## config.mk

```make
export PLATFORM = sky130hd
export DESIGN_NAME = instr_fetch_ctrl
export DESIGN_NICKNAME = d
export VERILOG_FILES = /design/src/rtl/instr_fetch_ctrl.sv
export SDC_FILE = /design/constraint.sdc
export NUM_CORES = 1
export LEC_CHECK = 0
export ABC_CLOCK_PERIOD_IN_PS = 1750
export BUFFER_PORTS_ARGS = -buffer_cell sky130_fd_sc_hd__buf_2
export CAP_MARGIN = 0
export CORE_UTILIZATION = 45
export CTS_CLUSTER_DIAMETER = 100
export DETAILED_ROUTE_END_ITERATION = 6
export HOLD_SLACK_MARGIN = 0.1
export PLACE_DENSITY = 0.75
export SYNTH_ARGS = -nofsm -noshare
export SYNTH_HDL_FRONTEND = slang
export SYNTH_SLANG_ARGS = --single-unit
```

## constraint.sdc

```tcl
create_clock -name clk -period 1.75 [get_ports clk]
set_input_delay 0.4375 -clock clk [delete_from_list [all_inputs] [get_ports clk]]
set_output_delay 0.4375 -clock clk [all_outputs]
set_load 0.02 [all_outputs]
```

## src/rtl/instr_fetch_ctrl.sv

```systemverilog
// instr_fetch_ctrl: program-ROM fetch sequencer with jump, halt/resume and sticky range fault.
// Define IFETCH_PERF_CNT_EN to add saturating fetch_cnt/stall_cnt outputs.
module instr_fetch_ctrl #(
   parameter int ROM_WIDTH    = 21,
   parameter int ADDR_WIDTH   = 16,
   parameter int ROM_DEPTH    = 16,
   parameter int RESET_VECTOR = 0
) (
   input  logic                  clk,
   input  logic                  rst_n,
   output logic [ADDR_WIDTH-1:0] rom_addr,
   input  logic [ROM_WIDTH-1:0]  rom_data,
   output logic [ROM_WIDTH-1:0]  instr,
   output logic [ADDR_WIDTH-1:0] instr_addr,
   output logic                  instr_valid,
   input  logic                  instr_ready,
   input  logic                  jmp_valid,
   input  logic [ADDR_WIDTH-1:0] jmp_addr,
   input  logic                  halt_req,
   output logic                  halted,
   output logic                  fault
`ifdef IFETCH_PERF_CNT_EN
   ,
   output logic [31:0]           fetch_cnt,
   output logic [31:0]           stall_cnt
`endif
);
   typedef enum logic [1:0] {S_BOOT, S_RUN, S_HALT, S_FAULT} state_t;
   state_t state, state_n;
   logic [ADDR_WIDTH-1:0] pc, pc_n, addr_n;
   logic [ROM_WIDTH-1:0] instr_n;
   logic valid_n, halted_n, fault_n, fire, can_load, out_of_range;
   assign rom_addr = pc;
   assign fire = instr_valid & instr_ready;
   assign can_load = ~instr_valid | fire;
   assign out_of_range = pc >= ADDR_WIDTH'(ROM_DEPTH);
   always_ff @(posedge clk or negedge rst_n)
      if (!rst_n) begin
         state <= S_BOOT;
         pc <= ADDR_WIDTH'(RESET_VECTOR);
         instr <= '0;
         instr_addr <= '0;
         instr_valid <= 1'b0;
         halted <= 1'b0;
         fault <= 1'b0;
      end else begin
         state <= state_n;
         pc <= pc_n;
         instr <= instr_n;
         instr_addr <= addr_n;
         instr_valid <= valid_n;
         halted <= halted_n;
         fault <= fault_n;
      end
   always_comb begin
      state_n = state;
      pc_n = pc;
      instr_n = instr;
      addr_n = instr_addr;
      valid_n = instr_valid;
      halted_n = halted;
      fault_n = fault;
      case (state)
         S_BOOT: state_n = S_RUN;
         S_RUN:
            if (jmp_valid) begin
               pc_n = jmp_addr;
               valid_n = 1'b0;
            end else if (halt_req) begin
               valid_n = fire ? 1'b0 : instr_valid;
               // Enter halt only once no live instruction remains in the output register.
               if (can_load) begin
                  state_n = S_HALT;
                  halted_n = 1'b1;
               end
            end else if (can_load && out_of_range) begin
               valid_n = 1'b0;
               fault_n = 1'b1;
               state_n = S_FAULT;
            end else if (can_load) begin
               instr_n = rom_data;
               addr_n = pc;
               valid_n = 1'b1;
               pc_n = pc + 1'b1;
            end
         S_HALT: begin
            pc_n = jmp_valid ? jmp_addr : pc;
            if (!halt_req) begin
               state_n = S_RUN;
               halted_n = 1'b0;
            end
         end
         default: ;
      endcase
   end
`ifdef IFETCH_PERF_CNT_EN
   logic fetch_inc, stall_inc;
   assign fetch_inc = (state == S_RUN) & ~jmp_valid & ~halt_req & can_load & ~out_of_range;
   assign stall_inc = (state == S_RUN) & instr_valid & ~instr_ready;
   always_ff @(posedge clk or negedge rst_n)
      if (!rst_n) begin
         fetch_cnt <= '0;
         stall_cnt <= '0;
      end else begin
         fetch_cnt <= fetch_cnt + 32'(fetch_inc & ~&fetch_cnt);
         stall_cnt <= stall_cnt + 32'(stall_inc & ~&stall_cnt);
      end
`endif
endmodule
```

==> results.md <==
* Combinational fraction of design power at 0.470
* Routed vias/inst at 5.437
* Final WL at 7750 um
* Minimum clock period at around 1900 ps
* Startpoint Class: register
* Max FO, Critical Path at 15
* Reg power frac at 0.300
* Cell area after placement at ~3700 um^2
* Failing checks: setup timing
* Antenna Nets Post-Route at 0
* Avg WL per Cell at around 16 um
* Pins Over Slew Limit at 0
* Die W at a little over 80 um
* Clock sink count at a little under 60
* Die ar. at 6642 um^2
* Post-synth top area share at 0.5103
* Setup_tns at -2722 ps
* Largest net degree at the start of global routing at 59
* Clk_skew at ~8.4 ps
* Initial Utilization at 0.4720
* Ys flop type: dfrtp_1
* Post-synthesis async set-or-reset flop share at 1.000
* CTS Buffer Depth at 2
* Reg-to-reg slack, setup at -120 ps
* Hold Fails Final Rpt at 0
* Global route overflow at 0
* Psw at around 2.3 mW
* Cell accounting for the most synthesized area: dfrtp_1
* Gpl congestion at approximately 0.9
* IO Pins at 98
* # nets final at roughly 450
* Leak at between 2 and 2.5 nW
* Status: finished with violations
* Max_cap viols at 0
* Vert. Die Dim at between 80 and 90 um
* CP Capture Type: register
* Syn nets at about 300
* Vias at approximately 2600
* RSZ-0062 raised after global routing: true
* Initial antenna violation count at 0
* Yosys Warn Count at 0
* DRC at 0
* Arrival @ worst endpoint at roughly 2100 ps
* Initial DRC count at ~160
* Worst-case reg-to-reg path depth at 5
* Rows at 28
* Final Core Density at 0.6956
* Final instance area at 4192 um^2
* Worst R2R End: instr[11]
* Setup-failing EPs final at 26
* Root buffer cell: clkbuf_8
* HPWL after DPL at around 5000 um
* IO buf count at between 90 and 100
* Pwr/cell area at roughly 1400 nW/um^2
* Area growth, synth to finish at 47.38%
* Sequential share of the synthesized area at 0.5103
* Global-route wire length before repair at roughly 11000 um
* Crit share post-route at 1.071
* Inst Count DP at roughly 450
* Hold Crit Class: in2async
* Yosys reg bits at 58
* Post-synth EDFFs at 0
* Setup WS pre-CTS at -137.5 ps
* Final non-filler cell total at 478
* Syn_area_per_cell at ~11 um^2
* Worst relative slew slack at 0.7873
* Cts bufs inserted at 9
* CTS tree: done
* Int Power at 3.670 mW
* Cell Area, Synth at approximately 2800 um^2
* Worst-Skew Late Latency at ~330 ps
* FF-to-FF Start: rom_addr[10]
* Clock share of power at 0.230
* H-tree levels at 3
* Design Power at between 5 and 6 mW
* Ant. Diodes at 0
* Worst-Margin Slew at approximately 320 ps
* Worst path required time at 1970 ps
* Clock Pin Slew Worst Setup and Hold Paths at 70 ps
* Sw Ratio at 0.3812
* Min Hold Slack at between 90 and 100 ps
* Pre-antenna DRT Iters at 4
* Synth area leaders: dfrtp_1, mux2_4, o21ai_0
* Fmax at roughly 530 MHz
* Share of layout cells above drive strength 1 at 0.5682
* Hold-fix buffers, CTS at 0
* Synth cell types at between 40 and 50
* Vias in the first global route at 2413
* Post-synthesis cell count at ~260
* Core area at 6026 um^2
* Worst Slack Setup Final at -124.3 ps
* Critical path class: reg2reg
* VDD IR max at just over 0.001 V
* GRT Total Usage at 0.2256
==> logic make-up (layout without fill, tap and decap cells) <==
kind of cell | Yosys count | count (layout) | synth area share
buffers and inverters | 26 | 173 | 0.04839
AOI/OAI and AO/OA | 67 | 67 | 0.1474
DFF | 58 | 58 | 0.5103
muxes | 23 | 23 | 0.1214
and+or+nand+nor | 77 | 77 | 0.1505
adders and majority gates | 5 | 5 | 0.02200
==> flip-flops by register name (all words and copies together), names as in the netlist <==
register,flops
halted,1
instr_addr,16
state,2
rom_addr,16
instr_valid,1
instr,21
fault,1
==> routing by layer <==
layer	share of wire	vias up	GRT usage	routed length (um)
met1	0.44	1236	0.2963	3406
met4	0.026	0	0.1018	204
met3	0.074	19	0.05444	570
met5	0	-	0	0
li1	-	1212	-	-
met2	0.46	132	0.3517	3569
==> cells in the mapped netlist, types with 2 or more instances <==
master	n
mux2_4	23
o31ai_1	2
a22oi_1	4
buf_2	2
buf_6	4
ha_1	5
a31oi_1	2
a221oi_1	3
and4_1	2
o21ai_1	2
a2bb2oi_1	2
dfrtp_1	58
nand4_1	3
nand2b_1	2
buf_4	2
o21ai_0	20
nand3b_1	2
o22ai_1	6
clkbuf_1	9
inv_1	9
and2_1	13
nand3_1	5
a21oi_1	15
and3_1	4
nor2_1	17
nor4_1	3
nand2_1	13
nor3_1	4
==> how the worst max path moves through the flow <==
stage                     to  cells after the start          from  slack, ps
2_1_floorplan      instr[10]                      5   rom_addr[6]       -160
5_1_grt             instr[4]                      5   rom_addr[6]       -170
6_report           instr[11]                      5  rom_addr[10]       -120
3_5_place_dp   instr_addr[3]                      5  rom_addr[10]       -140
4_1_cts        instr_addr[3]                      5   rom_addr[6]       -130
3_3_place_gp        instr[4]                      5  rom_addr[10]       -110
==> worst max-delay path: stages (launching register included) <==
cell,delay [ps]
dfrtp_2,420
nor4_4,310
nand3_2,110
or3_4,430
clkbuf_16,200
mux2_4,290
==> layout make-up <==
class / instances / area [um^2]
Tap cell: 75 / 93.84
Inverter: 9 / 33.78
Clock inverter: 5 / 77.57
Multi-Input combinational cell: 172 / 1423
Timing Repair Buffer: 148 / 959.7
Sequential cell: 58 / 1463
Fill cell: 453 / 1834
Clock buffer: 11 / 141.4
==> power by group through the flow <==
stage,sequential [mW],clock (mW),combinational [mW]
after floorplan,2.04,0,1.00
after global placement,1.74,0,2.30
after detailed placement,1.75,0,2.34
after CTS,1.78,1.38,2.44
after global routing,1.80,1.45,3.00
final,1.78,1.36,2.79
==> timing repair <==
item,in CTS,in global routing
pin swaps,2,12
setup buffers,1,8
endpoints found under the setup margin,39,52
gates resized for setup,13,32
cloned,0,1
==> layout by cell type, fill, tap and decap left out, drive strengths merged, types with 3 or more instances in the layout <==
cell type	netlist	layout
nor2	17	17
nor3	4	4
and2	13	13
nor4	4	4
nand3	6	6
o22ai	6	6
ha	5	5
a22oi	4	4
a221oi	3	3
mux2	23	23
buf	8	147
and3	4	4
clkbuf	9	12
nand2	13	13
o21ai	22	22
dfrtp	58	58
inv	9	9
a21oi	16	16
nand4	3	3
Power figures use the tool's default switching activity.
